==> src/rtl/start_stop_det.sv <==
`default_nettype none
// ============================================================================
// Module      : start_stop_det
// Description : I2C bus START / repeated START / STOP detector. Synchronizes
//               and glitch-filters the raw SDA/SCL lines, tracks bus-busy
//               state and emits filtered SCL edge strobes for a slave shifter.
// Revision    : 1.0 - initial release
// ============================================================================
module start_stop_det #(
    parameter int SYNC_STAGES = 2,  // flops per synchronizer chain (2..4)
    parameter int FILTER_LEN  = 3   // cycles a new level must persist (1..15)
) (
    input  logic clk,
    input  logic rst,
    input  logic SDA_in,
    input  logic SCL_in,
    output logic start_found,
    output logic repeated_start,
    output logic stop_found,
    output logic bus_busy,
    output logic scl_rise,
    output logic scl_fall
);

    // Counter value at which the next increment would reach FILTER_LEN.
    localparam logic [3:0] c_filt_last = 4'(FILTER_LEN - 1);

    typedef enum logic [0:0] {
        S_IDLE = 1'b0,
        S_BUSY = 1'b1
    } state_t;

    // Line index 0 is SDA, index 1 is SCL.
    logic [1:0] w_raw;
    logic [1:0] w_filt;

    assign w_raw = {SCL_in, SDA_in};

    generate
        for (genvar gi = 0; gi < 2; gi++) begin : g_line
            logic [SYNC_STAGES-1:0] r_sync;
            logic [3:0]             r_cnt;
            logic                   r_filt;
            logic                   w_synced;

            assign w_synced = r_sync[SYNC_STAGES-1];

            // Metastability chain; resets to the idle (high) bus level.
            always_ff @(posedge clk or posedge rst) begin
                if (rst) begin
                    r_sync <= '1;
                end else begin
                    r_sync <= {r_sync[SYNC_STAGES-2:0], w_raw[gi]};
                end
            end

            // Accept a new level only after it persists FILTER_LEN cycles.
            always_ff @(posedge clk or posedge rst) begin
                if (rst) begin
                    r_cnt  <= 4'd0;
                    r_filt <= 1'b1;
                end else if (w_synced == r_filt) begin
                    r_cnt <= 4'd0;
                end else if (r_cnt == c_filt_last) begin
                    r_filt <= w_synced;
                    r_cnt  <= 4'd0;
                end else begin
                    r_cnt <= r_cnt + 4'd1;
                end
            end

            assign w_filt[gi] = r_filt;
        end
    endgenerate

    logic   w_sda_f;
    logic   w_scl_f;
    logic   r_prev_sda;
    logic   r_prev_scl;
    logic   w_scl_hi;
    logic   w_start;
    logic   w_stop;
    state_t r_state;

    assign w_sda_f  = w_filt[0];
    assign w_scl_f  = w_filt[1];
    // SCL must be high both before and after the SDA change; a simultaneous
    // SCL edge therefore suppresses START/STOP.
    assign w_scl_hi = r_prev_scl & w_scl_f;
    assign w_start  = r_prev_sda & ~w_sda_f & w_scl_hi;
    assign w_stop   = ~r_prev_sda & w_sda_f & w_scl_hi;

    // Edge history, bus-state FSM and registered one-cycle event strobes.
    always_ff @(posedge clk or posedge rst) begin
        if (rst) begin
            r_prev_sda     <= 1'b1;
            r_prev_scl     <= 1'b1;
            r_state        <= S_IDLE;
            start_found    <= 1'b0;
            repeated_start <= 1'b0;
            stop_found     <= 1'b0;
            bus_busy       <= 1'b0;
            scl_rise       <= 1'b0;
            scl_fall       <= 1'b0;
        end else begin
            r_prev_sda     <= w_sda_f;
            r_prev_scl     <= w_scl_f;
            start_found    <= w_start;
            repeated_start <= w_start & (r_state == S_BUSY);
            stop_found     <= w_stop;
            scl_rise       <= ~r_prev_scl & w_scl_f;
            scl_fall       <= r_prev_scl & ~w_scl_f;
            case (r_state)
                S_IDLE: begin
                    // A STOP seen while idle is still strobed but changes nothing.
                    if (w_start) begin
                        r_state  <= S_BUSY;
                        bus_busy <= 1'b1;
                    end
                end
                S_BUSY: begin
                    if (w_stop) begin
                        r_state  <= S_IDLE;
                        bus_busy <= 1'b0;
                    end
                end
                default: begin
                    r_state  <= S_IDLE;
                    bus_busy <= 1'b0;
                end
            endcase
        end
    end

endmodule
`default_nettype wire
==> config.mk <==
export PLATFORM = sky130hd
export DESIGN_NAME = start_stop_det
export DESIGN_NICKNAME = d
export VERILOG_FILES = /design/src/rtl/start_stop_det.sv
export SDC_FILE = /design/constraint.sdc
export NUM_CORES = 1
export LEC_CHECK = 0
export CORE_AREA = 8 8 53 55
export CTS_CLUSTER_SIZE = 40
export DETAILED_ROUTE_END_ITERATION = 10
export DIE_AREA = 0 0 61 63
export GPL_ROUTABILITY_DRIVEN = 0
export HOLD_SLACK_MARGIN = 0.15
export PLACE_DENSITY_LB_ADDON = 0.05
export SYNTH_ARGS = -nofsm -noshare
export SYNTH_HDL_FRONTEND = slang
export SYNTH_SLANG_ARGS = --single-unit
==> constraint.sdc <==
create_clock -name clk -period 1.8 [get_ports clk]
set_input_delay 0.18 -clock clk [delete_from_list [all_inputs] [get_ports clk]]
set_output_delay 0.18 -clock clk [all_outputs]
set_load 0.02 [all_outputs]
==> flow_metrics.env, run 1 <==
export IMPL_routedWlPerCell_um=11.0
export IMPL_r2r_end="g_line[0].r_filt"
export IMPL_yosysSeqAreaShare=0.685
export IMPL_layout_common_cells="dfrtp_1 (15), nor2_1 (11), clkdlybuf4s50_1 (9), dfstp_2 (8)"
export IMPL_drc=0
export IMPL_hold_path_class="input port to asynchronous set/reset pin"
export IMPL_synth_xor_area_frac=0.0615
export IMPL_yosysUniqueCellTypes=20
export IMPL_ioPinCount=10
export IMPL_crit_family="buffers and inverters"
export IMPL_power_leakage_nw=0.457
export IMPL_synthMuxAreaShare=0.0395
export IMPL_status="finished clean"
export IMPL_netlist_instances=64
export IMPL_path_cells="clkdlybuf4s50_1"
export IMPL_crit_arrival_ps=1290
export IMPL_grt_total_usage=0.0713
export IMPL_r2r_cells=2
export IMPL_routed_wirelength_um=1170
export IMPL_antenna_found_initial=0
export IMPL_min_period_over_period=0.816
export IMPL_fin_tns_setup_ps=0
export IMPL_dp_hpwl_um=849
export IMPL_die_area_mm2=0.00384
export IMPL_cp_num_buf_inv=1
export IMPL_max_clock_freq_mhz=681
export IMPL_grt_pass1_wl_um=2070
export IMPL_antennaDiodeCount=0
export IMPL_rsz0062_at_grt="false"
export IMPL_post_cts_buffers=0
export IMPL_cp_endpoint="bus_busy"
export IMPL_setup_violations=0
export IMPL_worstSetupPathType="flop to output port"
export IMPL_ys_ff_latch=23
export IMPL_synthSimpleGateAreaFrac=0.136
export IMPL_dr_pass1_iters=4
export IMPL_vias=471
export IMPL_initial_core_util=0.414
export IMPL_slew_violations=0
export IMPL_synth_compound_area_frac=0.0351
export IMPL_syn_mean_instance_area_um2=13.4
export IMPL_synth_fa_ha_area_frac=0.0293
export IMPL_routed_via_density=4.44
export IMPL_cts_sinks=23
export IMPL_cts_resized_gates=0
export IMPL_overflow=0
export IMPL_power_density_mw_per_mm2=1470
export IMPL_ant_nets=0
export IMPL_synthesis_area_um2=855
export IMPL_cts_hold_buf=0
export IMPL_grt_pass1_vias=484
export IMPL_cts_root_buffer="clkbuf_4"
export IMPL_fin_skew_ps=4.46
export IMPL_h_tree_depth=1
export IMPL_area_growth_pct=18.7
export IMPL_dp_slack_ps=662
export IMPL_die_h_um=63
export IMPL_rrSetupSlack_ps=660
export IMPL_hold_violations=0
export IMPL_critPathRequiredTime_ps=1620
export IMPL_first_iter_violations=4
export IMPL_cap_violations=0
export IMPL_cts_buffers=3
export IMPL_drive_gt1_frac=0.218
export IMPL_path_max_fanout=3
export IMPL_cp_start_kind="flop"
export IMPL_startpoint="bus_busy"
export IMPL_clockBufferDepth=2
export IMPL_critPathSlowestCell="clkdlybuf4s50_1"
export IMPL_final_nets=85
export IMPL_io_buffers=9
export IMPL_die_w_um=61
export IMPL_rows=17
export IMPL_vdd_ir_drop_worst_mv=0.776
export IMPL_slowest_delay_ps=610
export IMPL_cts_tree="built"
export IMPL_r2r_start="g_line[0].r_cnt[0]"
export IMPL_clk_pin_slew_worst_paths_ps=120
export IMPL_relSlewSlack=0.763
export IMPL_crit_cells=1
export IMPL_min_period_ps=1470
export IMPL_final_common_cell="dfrtp_1"
export IMPL_tightest_slew_ps=353
export IMPL_syn_num_nets=70
export IMPL_grt_max_degree=24
export IMPL_layout_setup_ws_ps=332
export IMPL_core_mm2=0.00206
export IMPL_synth_top_family_by_area="simple AND/OR/NAND/NOR gates"
export IMPL_clk_latency_ps=300
export IMPL_end_kind="output port"
export IMPL_ys_warn_count=0
[power by group]
part | switching, mW | internal, mW | total [mW] | leakage (nW)
sequential | 0.130 | 0.709 | 0.840 | 0.279
combinational | 0.198 | 0.230 | 0.428 | 0.160
clock | 0.144 | 0.0827 | 0.226 | 0.0177
[area by class of cell]
cell class              instances  area (µm²)
flip-flops and latches         23         586
clock inverters                 1        5.00
fillers                       214        1050
multi-input cells              38         258
clock buffers                   3        22.5
well taps                      28        35.0
inverters                       3        11.3
repair buffers                 10        97.6
[cell families after synthesis]
family	count (synthesis)
XOR/XNOR	6
AND/OR/NAND/NOR	22
adder cells (fa/ha/maj)	2
multiplexers	3
AO/OA/AOI/OAI	5
buffers and inverters	3
flip-flops	23
[synthesized netlist by cell type]
cell type	instances	area [µm²]
a21oi_1	1	5.00
nand3_1	2	10.0
xnor2_1	3	26.3
o21ai_0	2	10.0
and2_1	1	6.26
mux2_2	3	33.8
dfrtp_1	15	375
a21o_1	1	7.51
nor2b_1	1	6.26
nand2_1	3	11.3
and2b_1	1	7.51
dfstp_2	8	210
nand4b_1	1	8.76
and4b_1	1	10.0
inv_1	3	11.3
ha_1	2	25.0
nor4b_2	1	15.0
xor2_1	3	26.3
a211oi_1	1	7.51
nor2_1	11	41.3
[state kept, by name, summed over array words and instances, names as in the netlist]
register / cells
scl_rise: 1
stop_found: 1
bus_busy: 1
g_line.r_sync: 4
start_found: 1
repeated_start: 1
r_prev_scl: 1
r_state: 1
scl_fall: 1
g_line.r_cnt: 8
g_line.r_filt: 2
r_prev_sda: 1
[layer usage]
layer	vias up	share of wire	track usage	routed length (µm)
met5	-	0	0	0
met4	0	0	0.0262	0
met3	0	0.046	0.0247	54
met2	9	0.47	0.106	546
met1	224	0.49	0.0916	568
li1	238	-	-	-
[stage by stage]
step | area, µm² | util | std cells | hold slack, ps | power [mW]
after global routing | 1010 | 0.492 | 106 | 225 | 1.62
final | 1010 | 0.492 | 106 | 191 | 1.49
after CTS | 1010 | 0.492 | 106 | 198 | 1.52
after detailed placement | 987 | 0.478 | 102 | 347 | 1.29
after global placement | 987 | 0.478 | 102 | 345 | 1.28
after floorplan | 855 | - | 64 | 176 | 1.12
[worst min path at each step]
stage | startpoint | end | slack (ps) | cells past startpoint
finish | rst | g_line[0].r_cnt[3] | 190 | 3
global route | rst | g_line[1].r_cnt[0] | 230 | 3
CTS | rst | g_line[1].r_cnt[0] | 200 | 3
detailed placement | g_line[1].r_sync[0] | g_line[1].r_sync[1] | 350 | 0
global placement | g_line[0].r_sync[0] | g_line[0].r_sync[1] | 350 | 0
floorplan | rst | bus_busy | 180 | 1
(Power assumes the default switching activity.)
==> run 2: changes to the inputs <==
Clock period 1.8 ns to 1.52 ns, I/O delays scaled along.
==> run 2 against run 1 <==
  * Clock-buffer cell count rose by 1
  * Cell area is 2.1% higher
  * Routed wire length down 4.1%
  * Critical endpoint unchanged
  * Combinational power increased by 19%
  * Clock power increased by 15%
  * Sequential share of layout area shrank 1.2 points
  * Clock skew decreased by 3.4 ps
  * Critical path depth unchanged
  * Via count is 0.85% higher
  * Non-clock buffer count is 1 higher
  * Flip-flop and latch count is the same
==> flow_metrics.env, run 2 (synthesis gave the netlist of run 1 again) <==
export IMPL_cts_tree="built"
export IMPL_clockBufferDepth=2
export IMPL_slowest_delay_ps=610
export IMPL_vdd_ir_drop_worst_mv=0.855
export IMPL_routed_via_density=4.44
export IMPL_overflow=0
export IMPL_clk_pin_slew_worst_paths_ps=110
export IMPL_path_max_fanout=3
export IMPL_min_period_ps=1430
export IMPL_critPathSlowestCell="clkdlybuf4s50_1"
export IMPL_dp_hpwl_um=878
export IMPL_ioPinCount=10
export IMPL_grt_total_usage=0.0717
export IMPL_h_tree_depth=1
export IMPL_min_period_over_period=0.943
export IMPL_cts_root_buffer="clkbuf_4"
export IMPL_hold_path_class="input port to flop"
export IMPL_status="finished clean"
export IMPL_cp_num_buf_inv=1
export IMPL_final_common_cell="dfrtp_1"
export IMPL_setup_violations=0
export IMPL_io_buffers=9
export IMPL_dr_pass1_iters=4
export IMPL_fin_tns_setup_ps=0
export IMPL_cts_resized_gates=0
export IMPL_largest_register="g_line.r_cnt"
export IMPL_r2r_end="g_line[0].r_filt"
export IMPL_rsz0062_at_grt="false"
export IMPL_routed_wirelength_um=1120
export IMPL_crit_cells=1
export IMPL_ant_nets=0
export IMPL_antenna_found_initial=0
export IMPL_die_h_um=63
export IMPL_r2r_start="g_line[0].r_cnt[0]"
export IMPL_critPathRequiredTime_ps=1370
export IMPL_cts_buffers=3
export IMPL_cts_hold_buf=1
export IMPL_first_iter_violations=6
export IMPL_grt_pass1_vias=476
export IMPL_post_cts_buffers=0
export IMPL_min_delay_start="SDA_in"
export IMPL_final_nets=86
export IMPL_power_leakage_nw=0.463
export IMPL_die_w_um=61
export IMPL_area_growth_pct=21.2
export IMPL_initial_core_util=0.414
export IMPL_reg_top3="g_line.r_cnt x8, g_line.r_sync x4, g_line.r_filt x2"
export IMPL_drive_gt1_frac=0.203
export IMPL_largest_reg_flops=8
export IMPL_crit_arrival_ps=1280
export IMPL_clk_latency_ps=290
export IMPL_hold_violations=0
export IMPL_fin_skew_ps=1.09
export IMPL_cap_violations=0
export IMPL_cts_sinks=23
export IMPL_crit_family="buffers and inverters"
export IMPL_whs_endpoint="g_line[0].r_sync[0]"
export IMPL_whs_path_depth=1
export IMPL_cp_start_kind="flop"
export IMPL_n_fill_cell=207
export IMPL_grt_max_degree=15
export IMPL_worstSetupPathType="flop to output port"
export IMPL_layout_common_cells="dfrtp_1 (15), nor2_1 (11), clkdlybuf4s50_1 (9), dfstp_2 (8)"
export IMPL_max_clock_freq_mhz=698
export IMPL_end_kind="output port"
export IMPL_rrSetupSlack_ps=360
export IMPL_vias=475
export IMPL_holdWs_ps=249
export IMPL_drc=0
export IMPL_power_density_mw_per_mm2=1710
export IMPL_finish_utilization=0.502
export IMPL_slew_violations=0
export IMPL_routedWlPerCell_um=10.5
export IMPL_core_mm2=0.00206
export IMPL_grt_pass1_wl_um=2080
export IMPL_tightest_slew_ps=429
export IMPL_path_cells="clkdlybuf4s50_1"
export IMPL_antennaDiodeCount=0
export IMPL_r2r_cells=2
export IMPL_rows=17
export IMPL_die_area_mm2=0.00384
export IMPL_relSlewSlack=0.714
run 2: cell count changes in the layout (fill, tap and decap cells not counted), sizes merged:
cell,before,now
dlygate4sd3,0,1
clkbuf,3,4
clkinv,1,0
run 2: stage by stage:
| stage | instance area (µm²) | cells | power [mW] | setup WS [ps] |
|---|---|---|---|---|
| after floorplan | 855 | 64 | 1.33 | 417 |
| after global placement | 1000 | 102 | 1.52 | 394 |
| after detailed placement | 1000 | 102 | 1.54 | 375 |
| after CTS | 1040 | 107 | 1.81 | 60.6 |
| after global routing | 1040 | 107 | 1.92 | 23.2 |
| final | 1040 | 107 | 1.77 | 86.7 |
run 2: worst max-delay path by stage:
stage | slack [ps] | to | from
CTS | 60 | bus_busy | bus_busy
finish | 90 | bus_busy | bus_busy
floorplan | 420 | g_line[0].r_filt | g_line[0].r_cnt[0]
detailed placement | 370 | g_line[0].r_filt | g_line[0].r_cnt[0]
global placement | 390 | g_line[0].r_filt | g_line[0].r_cnt[0]
global route | 20 | bus_busy | bus_busy
run 2: power breakdown:
group	switching, mW	internal, mW	leakage [nW]
Clock	0.157	0.102	0.0150
Combinational	0.233	0.277	0.169
Sequential	0.156	0.840	0.279
run 2: area by class of cell:
type                       count  area [µm²]  area share
tap                           28        35.0      0.0338
clock buffer                   4        26.3      0.0254
sequential                    23         586       0.565
timing repair buffer          11         120       0.116
inverter                       3        11.3      0.0109
multi-input combinational     38         258       0.249
run 2: per-layer routing:
metal	track usage	vias to the layer above	wire [µm]
li1	-	239	-
met1	0.0977	225	528
met2	0.0966	9	498
met3	0.0247	2	78
met4	0.0350	0	14
met5	0	-	0
==> run 3: changes to the inputs <==
==> constraint.sdc (replaced) <==
create_clock -name clk -period 1.52 [get_ports clk]
set_input_delay 0.152 -clock clk [delete_from_list [all_inputs] [get_ports clk]]
set_output_delay 0.152 -clock clk [all_outputs]
set_load 0.01 [all_outputs]
==> run 3 against run 2 <==
  * Sequential share of layout area grew 1.3 points
  * Setup slack gained 58 ps
  * Flip-flop and latch count is the same
  * Global-route usage shrank 0.36 points
  * Critical path depth is the same
  * Clock-buffer cell count is the same
  * Largest power group unchanged
  * Highest routed layer unchanged
==> flow_metrics.env, run 3 (synthesis gave the netlist of run 1 again) <==
export IMPL_overflow=0
export IMPL_cts_sinks=23
export IMPL_grt_pass1_vias=478
export IMPL_io_buffers=9
export IMPL_ant_nets=0
export IMPL_tightest_slew_ps=344
export IMPL_grt_max_degree=24
export IMPL_max_clock_freq_mhz=727
export IMPL_vdd_ir_drop_worst_mv=0.808
export IMPL_hold_path_class="input port to asynchronous set/reset pin"
export IMPL_power_leakage_nw=0.454
export IMPL_crit_family="buffers and inverters"
export IMPL_layout_common_cells="dfrtp_1 (15), nor2_1 (11), clkdlybuf4s50_1 (9), dfstp_2 (8)"
export IMPL_cp_start_kind="flop"
export IMPL_grt_total_usage=0.0681
export IMPL_antennaDiodeCount=0
export IMPL_cts_buffers=3
export IMPL_vias=480
export IMPL_ioPinCount=10
export IMPL_p_clk_frac=0.154
export IMPL_area_growth_pct=18.6
export IMPL_path_cells="clkdlybuf4s50_1"
export IMPL_cts_resized_gates=0
export IMPL_fin_tns_setup_ps=0
export IMPL_routedWlPerCell_um=10.5
export IMPL_die_area_mm2=0.00384
export IMPL_largest_register="g_line.r_cnt"
export IMPL_setup_violations=0
export IMPL_initial_core_util=0.414
export IMPL_dp_hpwl_um=818
export IMPL_final_nets=85
export IMPL_intPower_mw=1.21
export IMPL_status="finished clean"
export IMPL_grt_pass1_wl_um=1970
export IMPL_end_kind="output port"
export IMPL_fin_area_mm2=0.00101
export IMPL_antenna_found_initial=0
export IMPL_largest_reg_flops=8
export IMPL_dr_pass1_iters=1
export IMPL_min_period_over_period=0.905
export IMPL_first_iter_violations=0
export IMPL_clk_pin_slew_worst_paths_ps=120
export IMPL_critPathRequiredTime_ps=1370
export IMPL_comb_power_share=0.269
export IMPL_hold_violations=0
export IMPL_clk_latency_ps=300
export IMPL_h_tree_depth=1
export IMPL_core_mm2=0.00206
export IMPL_holdWs_ps=167
export IMPL_switching_share=0.296
export IMPL_routed_via_density=4.53
export IMPL_startpoint="bus_busy"
export IMPL_cts_root_buffer="clkbuf_4"
export IMPL_finish_utilization=0.491
export IMPL_power_density_mw_per_mm2=1700
export IMPL_rows=17
export IMPL_p_seq_frac=0.577
export IMPL_finalPower_mw=1.73
export IMPL_die_w_um=61
export IMPL_switchingPower_uw=511
export IMPL_place_area_um2=987
export IMPL_final_common_cell="dfrtp_1"
export IMPL_cp_num_buf_inv=1
export IMPL_rsz0062_at_grt="false"
export IMPL_reg_top3="g_line.r_cnt x8, g_line.r_sync x4, g_line.r_filt x2"
export IMPL_cap_violations=0
export IMPL_routed_wirelength_um=1120
export IMPL_cts_hold_buf=0
export IMPL_r2r_start="g_line[0].r_cnt[0]"
export IMPL_die_h_um=63
export IMPL_path_max_fanout=3
export IMPL_clockBufferDepth=2
export IMPL_drive_gt1_frac=0.205
export IMPL_post_cts_buffers=0
export IMPL_slew_violations=0
export IMPL_relSlewSlack=0.769
export IMPL_cts_tree="built"
export IMPL_slowest_delay_ps=540
export IMPL_drc=0
export IMPL_critPathSlowestCell="clkdlybuf4s50_1"
export IMPL_fin_skew_ps=4.41
export IMPL_crit_arrival_ps=1220
export IMPL_min_period_ps=1380
export IMPL_worstSetupPathType="flop to output port"
==> run 3: worst register-to-register path, delay by kind of cell, from the launching register on <==
family / cells / cell delay (ps)
and+or+nand+nor: 1 / 300
DFF: 1 / 450
muxes: 1 / 360
==> run 3: per-stage QoR <==
| step | setup slack (ps) | cells |
|---|---|---|
| after detailed placement | 388 | 102 |
| after CTS | 118 | 106 |
| after global placement | 397 | 102 |
| final | 145 | 106 |
| after global routing | 80.8 | 106 |
| after floorplan | 417 | 64 |
==> run 3: worst paths after layout <==
kind	to	slack, ps	cells past startpoint
min in group clk	g_line[0].r_sync[0]	250	1
worst min-delay path	g_line[0].r_cnt[1]	170	3
worst min register to register	g_line[0].r_sync[1]	360	0
max in group asynchronous	r_prev_scl	1080	3
worst max-delay path	bus_busy	140	1
worst max register to register	g_line[0].r_filt	360	2
==> run 3: cell type report <==
class,instances,area [µm²]
Sequential cell,23,586
Clock buffer,4,26.3
Fill cell,199,1050
Tap cell,28,35.0
Timing Repair Buffer,10,97.6
Inverter,3,11.3
Multi-Input combinational cell,38,258
==> run 3: layer usage <==
layer	up-vias	global-route usage	routed length [µm]
met1	231	0.0819	520
met4	0	0.0525	14
li1	238	-	-
met5	-	0	0
met2	9	0.0979	519
met3	2	0.0185	64
==> run 3: power by group through the flow <==
stage | Clock, mW | Sequential [mW] | Combinational, mW
2_1_floorplan | 0 | 1.01 | 0.280
3_3_place_gp | 0 | 1.00 | 0.467
3_5_place_dp | 0 | 1.01 | 0.471
4_1_cts | 0.283 | 1.00 | 0.474
5_1_grt | 0.306 | 1.04 | 0.519
6_report | 0.266 | 0.996 | 0.463
